File: config.mk
export PLATFORM = sky130hd
export DESIGN_NAME = fp_mult_avm_driver
export DESIGN_NICKNAME = d
export VERILOG_FILES = /design/src/rtl/fp_mult_avm_driver.sv
export SDC_FILE = /design/constraint.sdc
export NUM_CORES = 1
export LEC_CHECK = 0
export BUFFER_PORTS_ARGS = -buffer_cell sky130_fd_sc_hd__buf_2
export CORE_MARGIN = 2
export CORE_UTILIZATION = 49
export DETAILED_ROUTE_END_ITERATION = 10
export MAX_ROUTING_LAYER = met4
export PLACE_DENSITY_LB_ADDON = 0.1
export SLEW_MARGIN = 0
export SYNTH_ARGS = -nofsm -noshare
export SYNTH_HDL_FRONTEND = slang
export SYNTH_SLANG_ARGS = --single-unit
export TNS_END_PERCENT = 50
File: constraint.sdc
create_clock -name clk -period 6.2 [get_ports clk]
set_input_delay 1.24 -clock clk [delete_from_list [all_inputs] [get_ports clk]]
set_output_delay 1.24 -clock clk [all_outputs]
set_load 0.005 [all_outputs]
File: src/rtl/fp_mult_avm_driver.sv
// Avalon-MM master that runs one multiply on the fp_mult slave per command:
// write A, B and start, poll busy, then read the result and status into a response.
//
// state   | meaning
// IDLE    | waiting for a command, cmd_ready high
// WR_A    | writing operand A to word 0
// WR_B    | writing operand B to word 1
// WR_GO   | writing 1 to the start register, word 2
// POLL    | reading busy from word 2 (slave stalls while multiplying)
// POLL_WT | waiting for poll read data
// RD_RES  | reading the product from word 3
// RES_WT  | waiting for product read data
// RD_ST   | reading status flags from word 4
// ST_WT   | waiting for status read data
// RESP    | presenting the response until rsp_ready
module fp_mult_avm_driver #(
  parameter int READ_LATENCY   = 1,
  parameter int TIMEOUT_CYCLES = 1024,
  parameter int TO_W           = 11
) (
  input  logic        clk,
  input  logic        reset,
  input  logic        cmd_valid,
  output logic        cmd_ready,
  input  logic [31:0] cmd_a,
  input  logic [31:0] cmd_b,
  output logic        rsp_valid,
  input  logic        rsp_ready,
  output logic [31:0] rsp_result,
  output logic [3:0]  rsp_flags,
  output logic        rsp_timeout,
  output logic [2:0]  avm_address,
  output logic        avm_read,
  output logic        avm_write,
  output logic [31:0] avm_writedata,
  input  logic [31:0] avm_readdata,
  input  logic        avm_waitrequest
);

  localparam int LAT_W = (READ_LATENCY > 1) ? $clog2(READ_LATENCY) : 1;
  localparam logic [LAT_W-1:0] LAT_LOAD   = LAT_W'(READ_LATENCY - 1);
  localparam logic [TO_W-1:0]  STALL_LAST = TO_W'(TIMEOUT_CYCLES - 1);

  typedef enum logic [3:0] {
    S_IDLE,
    S_WR_A,
    S_WR_B,
    S_WR_GO,
    S_POLL,
    S_POLL_WT,
    S_RD_RES,
    S_RES_WT,
    S_RD_ST,
    S_ST_WT,
    S_RESP
  } state_t;

  state_t            state_q, state_d;
  state_t            req_next;
  logic [31:0]       a_q, a_d;
  logic [31:0]       b_q, b_d;
  logic [TO_W-1:0]   stall_cnt_q, stall_cnt_d;
  logic [LAT_W-1:0]  lat_cnt_q, lat_cnt_d;
  logic              cmd_ready_q, cmd_ready_d;
  logic              rsp_valid_q, rsp_valid_d;
  logic [31:0]       rsp_result_q, rsp_result_d;
  logic [3:0]        rsp_flags_q, rsp_flags_d;
  logic              rsp_timeout_q, rsp_timeout_d;
  logic [2:0]        avm_address_q, avm_address_d;
  logic              avm_read_q, avm_read_d;
  logic              avm_write_q, avm_write_d;
  logic [31:0]       avm_writedata_q, avm_writedata_d;
  logic              in_req;

  always_comb begin
    state_d         = state_q;
    req_next        = state_q;
    a_d             = a_q;
    b_d             = b_q;
    stall_cnt_d     = stall_cnt_q;
    lat_cnt_d       = lat_cnt_q;
    rsp_result_d    = rsp_result_q;
    rsp_flags_d     = rsp_flags_q;
    rsp_timeout_d   = rsp_timeout_q;
    avm_address_d   = avm_address_q;
    avm_writedata_d = avm_writedata_q;
    in_req          = avm_read_q | avm_write_q;

    case (state_q)
      S_IDLE: begin
        if (cmd_valid) begin
          a_d           = cmd_a;
          b_d           = cmd_b;
          rsp_result_d  = '0;
          rsp_flags_d   = '0;
          rsp_timeout_d = 1'b0;
          state_d       = S_WR_A;
        end
      end
      S_WR_A:   req_next = S_WR_B;
      S_WR_B:   req_next = S_WR_GO;
      S_WR_GO:  req_next = S_POLL;
      S_POLL:   req_next = S_POLL_WT;
      S_RD_RES: req_next = S_RES_WT;
      S_RD_ST:  req_next = S_ST_WT;
      S_POLL_WT: begin
        if (lat_cnt_q == '0) state_d = avm_readdata[0] ? S_POLL : S_RD_RES;
        else                 lat_cnt_d = lat_cnt_q - LAT_W'(1);
      end
      S_RES_WT: begin
        if (lat_cnt_q == '0) begin
          rsp_result_d = avm_readdata;
          state_d      = S_RD_ST;
        end else begin
          lat_cnt_d = lat_cnt_q - LAT_W'(1);
        end
      end
      S_ST_WT: begin
        if (lat_cnt_q == '0) begin
          rsp_flags_d = avm_readdata[3:0];
          state_d     = S_RESP;
        end else begin
          lat_cnt_d = lat_cnt_q - LAT_W'(1);
        end
      end
      S_RESP: begin
        if (rsp_ready) state_d = S_IDLE;
      end
      default: state_d = S_IDLE;
    endcase

    // Request states share the advance/stall/abort rule; the abort drops the request mid-stall.
    if (in_req) begin
      if (!avm_waitrequest) begin
        state_d = req_next;
      end else if (stall_cnt_q == STALL_LAST) begin
        state_d       = S_RESP;
        rsp_timeout_d = 1'b1;
        rsp_result_d  = '0;
        rsp_flags_d   = '0;
      end
    end

    if (state_d != state_q) begin
      stall_cnt_d = '0;
      lat_cnt_d   = LAT_LOAD;
    end else if (in_req && avm_waitrequest) begin
      stall_cnt_d = stall_cnt_q + TO_W'(1);
    end

    // Bus and handshake outputs are decoded from the next state so they register with it.
    avm_read_d  = (state_d == S_POLL) || (state_d == S_RD_RES) || (state_d == S_RD_ST);
    avm_write_d = (state_d == S_WR_A) || (state_d == S_WR_B) || (state_d == S_WR_GO);
    cmd_ready_d = (state_d == S_IDLE);
    rsp_valid_d = (state_d == S_RESP);

    case (state_d)
      S_WR_A: begin
        avm_address_d   = 3'd0;
        avm_writedata_d = a_d;
      end
      S_WR_B: begin
        avm_address_d   = 3'd1;
        avm_writedata_d = b_d;
      end
      S_WR_GO: begin
        avm_address_d   = 3'd2;
        avm_writedata_d = 32'h1;
      end
      S_POLL:   avm_address_d = 3'd2;
      S_RD_RES: avm_address_d = 3'd3;
      S_RD_ST:  avm_address_d = 3'd4;
      default: ;
    endcase
  end

  always_ff @(posedge clk or posedge reset) begin
    if (reset) begin
      state_q         <= S_IDLE;
      a_q             <= '0;
      b_q             <= '0;
      stall_cnt_q     <= '0;
      lat_cnt_q       <= '0;
      cmd_ready_q     <= 1'b1;
      rsp_valid_q     <= 1'b0;
      rsp_result_q    <= '0;
      rsp_flags_q     <= '0;
      rsp_timeout_q   <= 1'b0;
      avm_address_q   <= '0;
      avm_read_q      <= 1'b0;
      avm_write_q     <= 1'b0;
      avm_writedata_q <= '0;
    end else begin
      state_q         <= state_d;
      a_q             <= a_d;
      b_q             <= b_d;
      stall_cnt_q     <= stall_cnt_d;
      lat_cnt_q       <= lat_cnt_d;
      cmd_ready_q     <= cmd_ready_d;
      rsp_valid_q     <= rsp_valid_d;
      rsp_result_q    <= rsp_result_d;
      rsp_flags_q     <= rsp_flags_d;
      rsp_timeout_q   <= rsp_timeout_d;
      avm_address_q   <= avm_address_d;
      avm_read_q      <= avm_read_d;
      avm_write_q     <= avm_write_d;
      avm_writedata_q <= avm_writedata_d;
    end
  end

  assign cmd_ready     = cmd_ready_q;
  assign rsp_valid     = rsp_valid_q;
  assign rsp_result    = rsp_result_q;
  assign rsp_flags     = rsp_flags_q;
  assign rsp_timeout   = rsp_timeout_q;
  assign avm_address   = avm_address_q;
  assign avm_read      = avm_read_q;
  assign avm_write     = avm_write_q;
  assign avm_writedata = avm_writedata_q;

endmodule

* Yosys cells after proc, flatten, opt, wreduce, memory -nomap -nowiden
Index checks and enable logic that the tools add are counted.
** Operators by class
- Add/subtract/negate cells :: 2
- Equality and inequality tests :: 19
- Muxes and demuxes :: 39
- Bitwise operators :: 1
- Reductions and logical operators :: 14
** Operators by type and width (count)
- $mux 32 :: 9
- $pmux 32 s3 :: 1
- $pmux 32 s2 :: 1
- $mux 4 :: 13
- $pmux 4 s6 :: 2
- $eq 4x3->1 const B :: 6
- $mux 11 :: 2
- $eq 4x4->1 const B :: 5
- $eq 4x2->1 const B :: 4
- $pmux 3 s5 :: 1
- $add 11x1->11 const B :: 1
- $eq 11x10->1 const B :: 1
- $eq 4x1->1 const B :: 2
- $logic_not 4->1 :: 2
- $mux 1 :: 8
- $pmux 4 s2 :: 1
- $reduce_or 6->1 :: 1
- $reduce_bool 5->1 :: 1
- $logic_or 1x1->1 :: 4
- $ne 4x4->1 :: 1
- $reduce_bool 2->1 :: 2
- $reduce_bool 3->1 :: 1
- $reduce_or 3->1 :: 1
- $mux 2 :: 1
- other kinds (4) :: 4
** Storage, ports and cells
- Bits in registers :: 156
- Bits of input ports :: 101
- Output and inout port bits :: 76
- Logic and storage cells :: 89

* Depth between registers and ports, before layout
Gate-level depths: netlist (run 1).
- Depth in word-level cells :: 9
- Gate-level depth with buffers :: 9
- Mapped depth without buffers :: 8

* Worst setup path before layout (run 1)
Ideal clock, no wire load.
- Kind :: input port to flip-flop
- From :: input avm_waitrequest
- To :: register avm_writedata_q[0] (netlist: avm_writedata[0])
- Setup time :: 0.065 ns
- Arrival :: 2.883 ns
- Slack :: 3.252 ns
- Cell stages on the path :: 6
- Path through :: o21bai_1 > o32ai_1 > clkbuf_1 > nor4_1 > a31oi_1 > o22a_1
** Between the ends
- Word-level cells in the longest chain between the ends :: 4
- Elaborated cells between the ends (all ways) :: 7
- Classes of those cells :: eq/ne (3); mux (3); reduce/logical (1)
** Ends and longest elaborated chain
- from (decl) :: line 37 : input logic avm_waitrequest
- $mux 4 (*) :: line 134 : if (!avm_waitrequest) begin
- $mux 4 (*) :: line 133 : if (in_req) begin
- $eq 4x2->1 / $eq 4x1->1 (equally long branches) :: line 157 : case (state_d)
- $pmux 32 s3 / $reduce_bool 3->1 (equally long branches)
- to (signal assigned) :: line 207 : avm_writedata_q <= avm_writedata_d;
- to (decl) :: line 72 : logic [31:0] avm_writedata_q, avm_writedata_d;
Mark *: on every way between the ends. The rest lies on a longest branch, timed or not.
A chain may end at the register's enable or synchronous reset.

* Worst setup path after layout (run 1)
- From :: register state_q[0]
- To :: register avm_writedata_q[0] (netlist: avm_writedata[0])
** Between the ends
- Word-level cells in the longest chain between the ends :: 8
- Elaborated cells between the ends (all ways) :: 29
- Classes of those cells :: eq/ne (13); mux (13); reduce/logical (3)
** Ends and longest elaborated chain
- from (decl) :: line 58 : state_t state_q, state_d;
- from (signal assigned) :: line 194 : state_q <= state_d;
- $eq 4x4->1, or another cell as far along :: line 89 : case (state_q)
- $reduce_or 6->1 (no source line)
- $pmux 4 s6 :: line 89
- $mux 4 :: line 136 : end else if (stall_cnt_q == STALL_LAST) begin
- $mux 4 :: line 134
- $mux 4 :: line 133
- $eq 4x2->1 / $eq 4x1->1 (equally long branches) :: line 157
- $pmux 32 s3 / $reduce_bool 3->1 (equally long branches)
Several ways; a longest one is shown, not always the timed one.

==> results of run 1 <==
## critical path: stages, from the launching register on
cell,delay [ns]
dfrtp_1,0.62
and4b_1,1.07
a31oi_1,0.12
a31oi_1,0.23
buf_4,0.20
nor2_1,0.05
nand2_1,0.92
inv_1,0.15
o22a_1,0.24
## registers in the layout (all words and copies together) (netlist names)
signal	count
avm_writedata	32
b_q	32
avm_write	1
rsp_valid	1
avm_address	3
rsp_result	32
stall_cnt_q	11
rsp_timeout	1
state_q	4
a_q	32
cmd_ready	1
avm_read	1
rsp_flags	4
## path summary, 6_finish.rpt
kind	start	depth (start not counted)	slack, ns	end
max	state_q[0]$_DFF_PP0_	8	2.48	avm_writedata[0]$_DFFE_PP0P_
min	avm_writedata[23]$_DFFE_PP0P_	1	0.49	avm_writedata[23]$_DFFE_PP0P_
min in group asynchronous	reset	2	1.02	rsp_result[6]$_DFF_PP0_
max reg2reg	state_q[0]$_DFF_PP0_	8	2.48	avm_writedata[0]$_DFFE_PP0P_
min reg2reg	avm_writedata[23]$_DFFE_PP0P_	1	0.49	avm_writedata[23]$_DFFE_PP0P_
max in group asynchronous	reset	3	3.95	b_q[16]$_DFF_PP0_
## final cells by class
class / count / area [sq um] / area share
Inverter: 10 / 42.54 / 0.005001
Clock inverter: 9 / 157.7 / 0.01853
Antenna cell: 2 / 5.005 / 0.0005884
Tap cell: 180 / 225.2 / 0.02648
Clock buffer: 23 / 498.0 / 0.05855
Multi-Input combinational cell: 384 / 2756 / 0.3241
Sequential cell: 155 / 3880 / 0.4562
Timing Repair Buffer: 184 / 940.9 / 0.1106
## per-layer routing
| layer | up-vias | part of all wire |
|---|---|---|
| met5 | - | 0 |
| met4 | 0 | 0.024 |
| met3 | 38 | 0.050 |
| met2 | 145 | 0.50 |
| met1 | 2621 | 0.43 |
| li1 | 2499 | - |
## cells in the mapped netlist (all sizes together), types with 2 or more instances
master	count
o2bb2ai	31
or2	3
a31oi	34
mux2	64
a21oi	43
a21o	2
nand2b	3
xnor2	4
nand3	43
o21ai	8
nor2b	4
nand3b	2
nor2	24
o32ai	2
nor3	4
nand2	46
nand4	3
nor4b	32
o211ai	3
buf	21
and3	4
dfrtp	154
clkbuf	30
nor4	3
xor2	7
inv	10
## power groups by stage
stage / clock, mW / sequential [mW] / combinational (mW)
global route: 1.20 / 1.71 / 2.12
floorplan: 0 / 1.63 / 1.37
finish: 1.13 / 1.66 / 1.91
CTS: 1.15 / 1.66 / 1.93
global placement: 0 / 1.65 / 1.86
detailed placement: 0 / 1.67 / 1.92
## cells in the final DEF, fill, tap and decap left out, drive strengths merged, types with 2 or more instances in the layout
cell type,n
a21o,2
nand2,46
nor2b,4
clkinvlp,2
clkbuf,23
a21oi,43
o211ai,3
nor4b,32
xor2,7
nand3b,2
xnor2,4
inv,11
or2,3
a31oi,34
mux2,64
buf,184
nand4,3
nand3,43
o2bb2ai,31
dfrtp,154
clkinv,2
nor3,4
o21ai,8
diode,2
nor4,3
nor2,24
nand2b,3
o32ai,2
and3,4
bufinv,4
## cells by family after synthesis
group,after synthesis
adder cells (fa/ha/maj),1
AND/OR/NAND/NOR,175
flip-flops,155
multiplexers,65
buffers and inverters,61
XOR/XNOR,11
AO/OA/AOI/OAI,132
## per-stage QoR
step | utilization | worst slack, ns | power [mW] | instance area [sq um] | hold WS (ns)
6_report | 0.6200 | 2.484 | 4.708 | 8506 | 0.4902
5_1_grt | 0.6198 | 2.123 | 5.030 | 8503 | 0.4991
4_1_cts | 0.6192 | 2.496 | 4.740 | 8496 | 0.4902
3_5_place_dp | 0.5715 | 2.055 | 3.592 | 7840 | 0.4720
3_3_place_gp | 0.5715 | 2.152 | 3.511 | 7840 | 0.4605
2_1_floorplan | - | 0.7835 | 3.000 | 6827 | 0.4507
==> results_dict.tcl, run 1 <==
set metrics [dict create \
    required_ns 6.52 \
    cts_sinks 155 \
    fmax_mhz 269.1 \
    finalSetupViolCount 0 \
    cts-resized-gates 0 \
    routedWlPerCell_um 17.35 \
    finalCriticalPeriod_ns 3.716 \
    cts_tree "built" \
    p_seq_frac 0.352 \
    dpl.hpwl_mm 10.55 \
    outcome "completed" \
    cp_max_fo 33 \
    synthToLayoutAreaGrowth_pct 24.60 \
    cp-start-kind "flop" \
    path_class "flop to flop" \
    synth_compound_area_frac 0.1279 \
    switchingPower_mw 1.682 \
    avgSynthCellArea_sq_um 11.38 \
    tightest_slew_ns 1.230 \
    finalNonFillerCells 947 \
    die_h_um 122.0 \
    synth.area.top_cells "dfrtp_1 (56%), mux2_2 (10%), nor4b_1 (4.0%)" \
    overflow 0 \
    grt_antenna_before_repair 1 \
    grt-busiest-layer "met2" \
    fillers 1156 \
    synth_top_area_frac 0.5645 \
    synth_seq_cells 155 \
    port_buffers 176 \
    finalSetupTns_ns 0 \
    wl_mm 16.43 \
    drtIter0Drc 354 \
    root_buffer "clkbuf_16" \
    synth_xor_area_frac 0.01411 \
    grt_pass1_vias 5175 \
    synth_edf_count 0 \
    hold_viol 0 \
    post_synth_inst_count 600 \
    intPower_mw 3.026 \
    gp_congestion 0.8214 \
    synthAdderAreaFrac 0.001833 \
    hp-class "flop to flop" \
    post-route-period-util 0.5994 \
    ir_drop_mv 0.2826 \
    grt_use_met3 0.05431 \
    worstSkewPairLatency_ns 0.43 \
    numCtsBuffers 17 \
    grt_setup_unrepaired "false" \
    powerDensity_nw_per_um2 553.5 \
    viasPerCell 5.600 \
    nets 854 \
    cts-htree-levels 4 \
    swShare 0.3572 \
    synth_nets 702 \
    drc_errors 0 \
    power_leakage_nw 3.954 \
    syn-cell-area_sq_um 6827 \
    synth_area_leader_cell "dfrtp_1" \
    grt_pass1_wl_mm 25.94 \
    ant_nets 0 \
    drive_gt1_frac 0.3791 \
    first_pass_iters 4 \
    yosysWarnings 0 \
    clk_pin_slew_worst_paths_ns 0.06 \
    grt_max_degree 106 \
    dieArea_sq_um 14890 \
    vias 5303 \
    p_comb_frac 0.407 \
    floorplan.initialDensity 0.4976 \
    die_w_um 122.0 \
    pwr-share-clk 0.241 \
    dp.cells 913 \
    cap_violations 0 \
    ios 177 \
    drv_slew 0 \
    use_met2 0.3635 \
    cts-hold-fix-buffers 0 \
    grt.total_usage 0.2308 \
    async_reset_ff_frac 1.000 \
    arrival_ns 4.03 \
    post_synth_num_cell_types 50 \
    ys_seq_area_frac 0.5684 \
    synth_top_family_by_area "simple AND/OR/NAND/NOR gates" \
    skew_ns 0.007102 \
    row_count 43 \
    muxShareOfSynthArea 0.1070 \
    synth-simple-area-share 0.1439 \
    core-area_sq_um 13720 \
    ys.flop_type "dfrtp_1" \
    slew_headroom 0.1781 \
    post_cts_buffers 0 \
    gr-usage-met1 0.2910 \
    clock_tree.buffer_depth 2 \
    end_kind "flop" \
]
Note: power is estimated with default switching activity, not from simulation.
==> run 2, diff against run 1 <==
--- a/config.mk
+++ b/config.mk
@@ -7,7 +7,7 @@
 export LEC_CHECK = 0
 export BUFFER_PORTS_ARGS = -buffer_cell sky130_fd_sc_hd__buf_2
 export CORE_MARGIN = 2
-export CORE_UTILIZATION = 49
+export CORE_UTILIZATION = 48
 export DETAILED_ROUTE_END_ITERATION = 10
 export MAX_ROUTING_LAYER = met4
 export PLACE_DENSITY_LB_ADDON = 0.1
==> constraint.sdc (replaced) <==
create_clock -name clk -period 3.1 [get_ports clk]
set_input_delay 0.62 -clock clk [delete_from_list [all_inputs] [get_ports clk]]
set_output_delay 0.62 -clock clk [all_outputs]
set_load 0.005 [all_outputs]
==> results_dict.tcl, run 2 (synthesis results as in run 1) <==
set metrics [dict create \
    cp_max_fo 25 \
    finalPower_mw 9.338 \
    slew_headroom 0.4198 \
    grt_pass1_wl_mm 25.96 \
    first_pass_iters 4 \
    floorplan.initialDensity 0.4918 \
    cts-htree-levels 4 \
    fillers 1159 \
    row_count 43 \
    r2r_cells 8 \
    core-area_sq_um 13880 \
    finalCriticalPeriod_ns 2.643 \
    intPower_mw 5.966 \
    nets 865 \
    r2r-start "avm_write$_DFF_PP0_" \
    swShare 0.3611 \
    grt_max_degree 156 \
    dieArea_sq_um 15190 \
    dpl.hpwl_mm 10.80 \
    grt_antenna_before_repair 0 \
    outcome "completed" \
    worstSkewPairLatency_ns 0.42 \
    drtIter0Drc 330 \
    cts-resized-gates 0 \
    switchingPower_mw 3.373 \
    hp-class "input port to async pin" \
    clock_tree.buffer_depth 2 \
    place_area_sq_um 7946 \
    wl_mm 16.40 \
    finalSetupTns_ns 0 \
    drc_errors 0 \
    port_buffers 176 \
    required_ns 3.40 \
    diodes 0 \
    die_h_um 123.3 \
    cts-hold-fix-buffers 0 \
    grt_setup_unrepaired "false" \
    root_buffer "clkbuf_16" \
    end_kind "flop" \
    cp-start-kind "flop" \
    drive_gt1_frac 0.3806 \
    multi_input_comb_area_sq_um 2751 \
    finalSetupViolCount 0 \
    layout_common_cells "buf_2 (176), dfrtp_1 (154), mux2_2 (63)" \
    crit_start "avm_write$_DFF_PP0_" \
    fmax_mhz 378.3 \
    routedWlPerCell_um 17.17 \
    skew_ns 0.009383 \
    pwr-share-clk 0.219 \
    regArea_sq_um 3880 \
    final_common_cell "buf_2" \
    post_cts_buffers 0 \
    synthToLayoutAreaGrowth_pct 24.95 \
    path_class "flop to flop" \
    tightest_slew_ns 0.8703 \
    drv_slew 0 \
    vias 5316 \
    overflow 0 \
    p_seq_frac 0.354 \
    ant_nets 0 \
    p_comb_frac 0.427 \
    die_w_um 123.3 \
    final_area_sq_um 8529 \
    grt.total_usage 0.2287 \
    hold_slack_ns 0.3864 \
    arrival_ns 2.94 \
    cap_violations 0 \
    hold_viol 0 \
    clk_pin_slew_worst_paths_ns 0.06 \
    viasPerCell 5.566 \
    powerDensity_nw_per_um2 1095 \
    cts_tree "built" \
    grt_pass1_vias 5173 \
    post-route-period-util 0.8527 \
    gp_congestion 0.8531 \
    power_leakage_nw 3.974 \
    cts_sinks 155 \
    ios 177 \
    ir_drop_mv 0.4811 \
    numCtsBuffers 17 \
]
run 2: cell type report:
cell class                      instances  area share
Tap cell                              180     0.02640
Clock inverter                          5    0.009828
Timing Repair Buffer                  195      0.1229
Multi-Input combinational cell        384      0.3226
Clock buffer                           26     0.05853
Inverter                               10    0.004841
Sequential cell                       155      0.4549
run 2: final timing paths:
check / end / slack, ns
worst max-delay path: avm_writedata[26]$_DFFE_PP0P_ / 0.46
worst min-delay path: b_q[26]$_DFF_PP0_ / 0.39
worst max register to register: avm_writedata[26]$_DFFE_PP0P_ / 0.46
worst min register to register: b_q[24]$_DFF_PP0_ / 0.48
max in group asynchronous: a_q[29]$_DFF_PP0_ / 2.02
min in group clk: rsp_result[31]$_DFF_PP0_ / 0.43
run 2: power groups by stage:
stage / clock network, mW / logic, mW / registers, mW
finish: 2.05 / 3.99 / 3.30
global route: 2.17 / 4.42 / 3.40
CTS: 2.09 / 4.03 / 3.31
detailed placement: 0 / 4.00 / 3.33
global placement: 0 / 3.89 / 3.30
floorplan: 0 / 2.74 / 3.26
run 2: stage by stage:
step                std cells  setup slack (ns)  utilization
detailed placement        924            0.3978       0.5725
floorplan                 600            0.5219            -
global placement          924            0.5139       0.5725
global route              955            0.2494       0.6145
CTS                       955            0.4501       0.6145
finish                    955            0.4566       0.6145
run 2: critical path: stages, from the launching register on:
cell and delay [ns]:
dfrtp_1 0.39, o21bai_1 0.69, o211ai_1 0.27, o32ai_4 0.18, buf_4 0.32, buf_4 0.30, nor4b_1 0.09, a31oi_1 0.18
o2bb2ai_1 0.09
run 2: layer usage:
layer  vias up  track usage  part of all wire
li1       2515            -                 -
met1      2610       0.2883              0.44
met2       167       0.3592              0.49
met3        24      0.06319             0.063
met4         0      0.07457             0.013
met5         -            -                 0
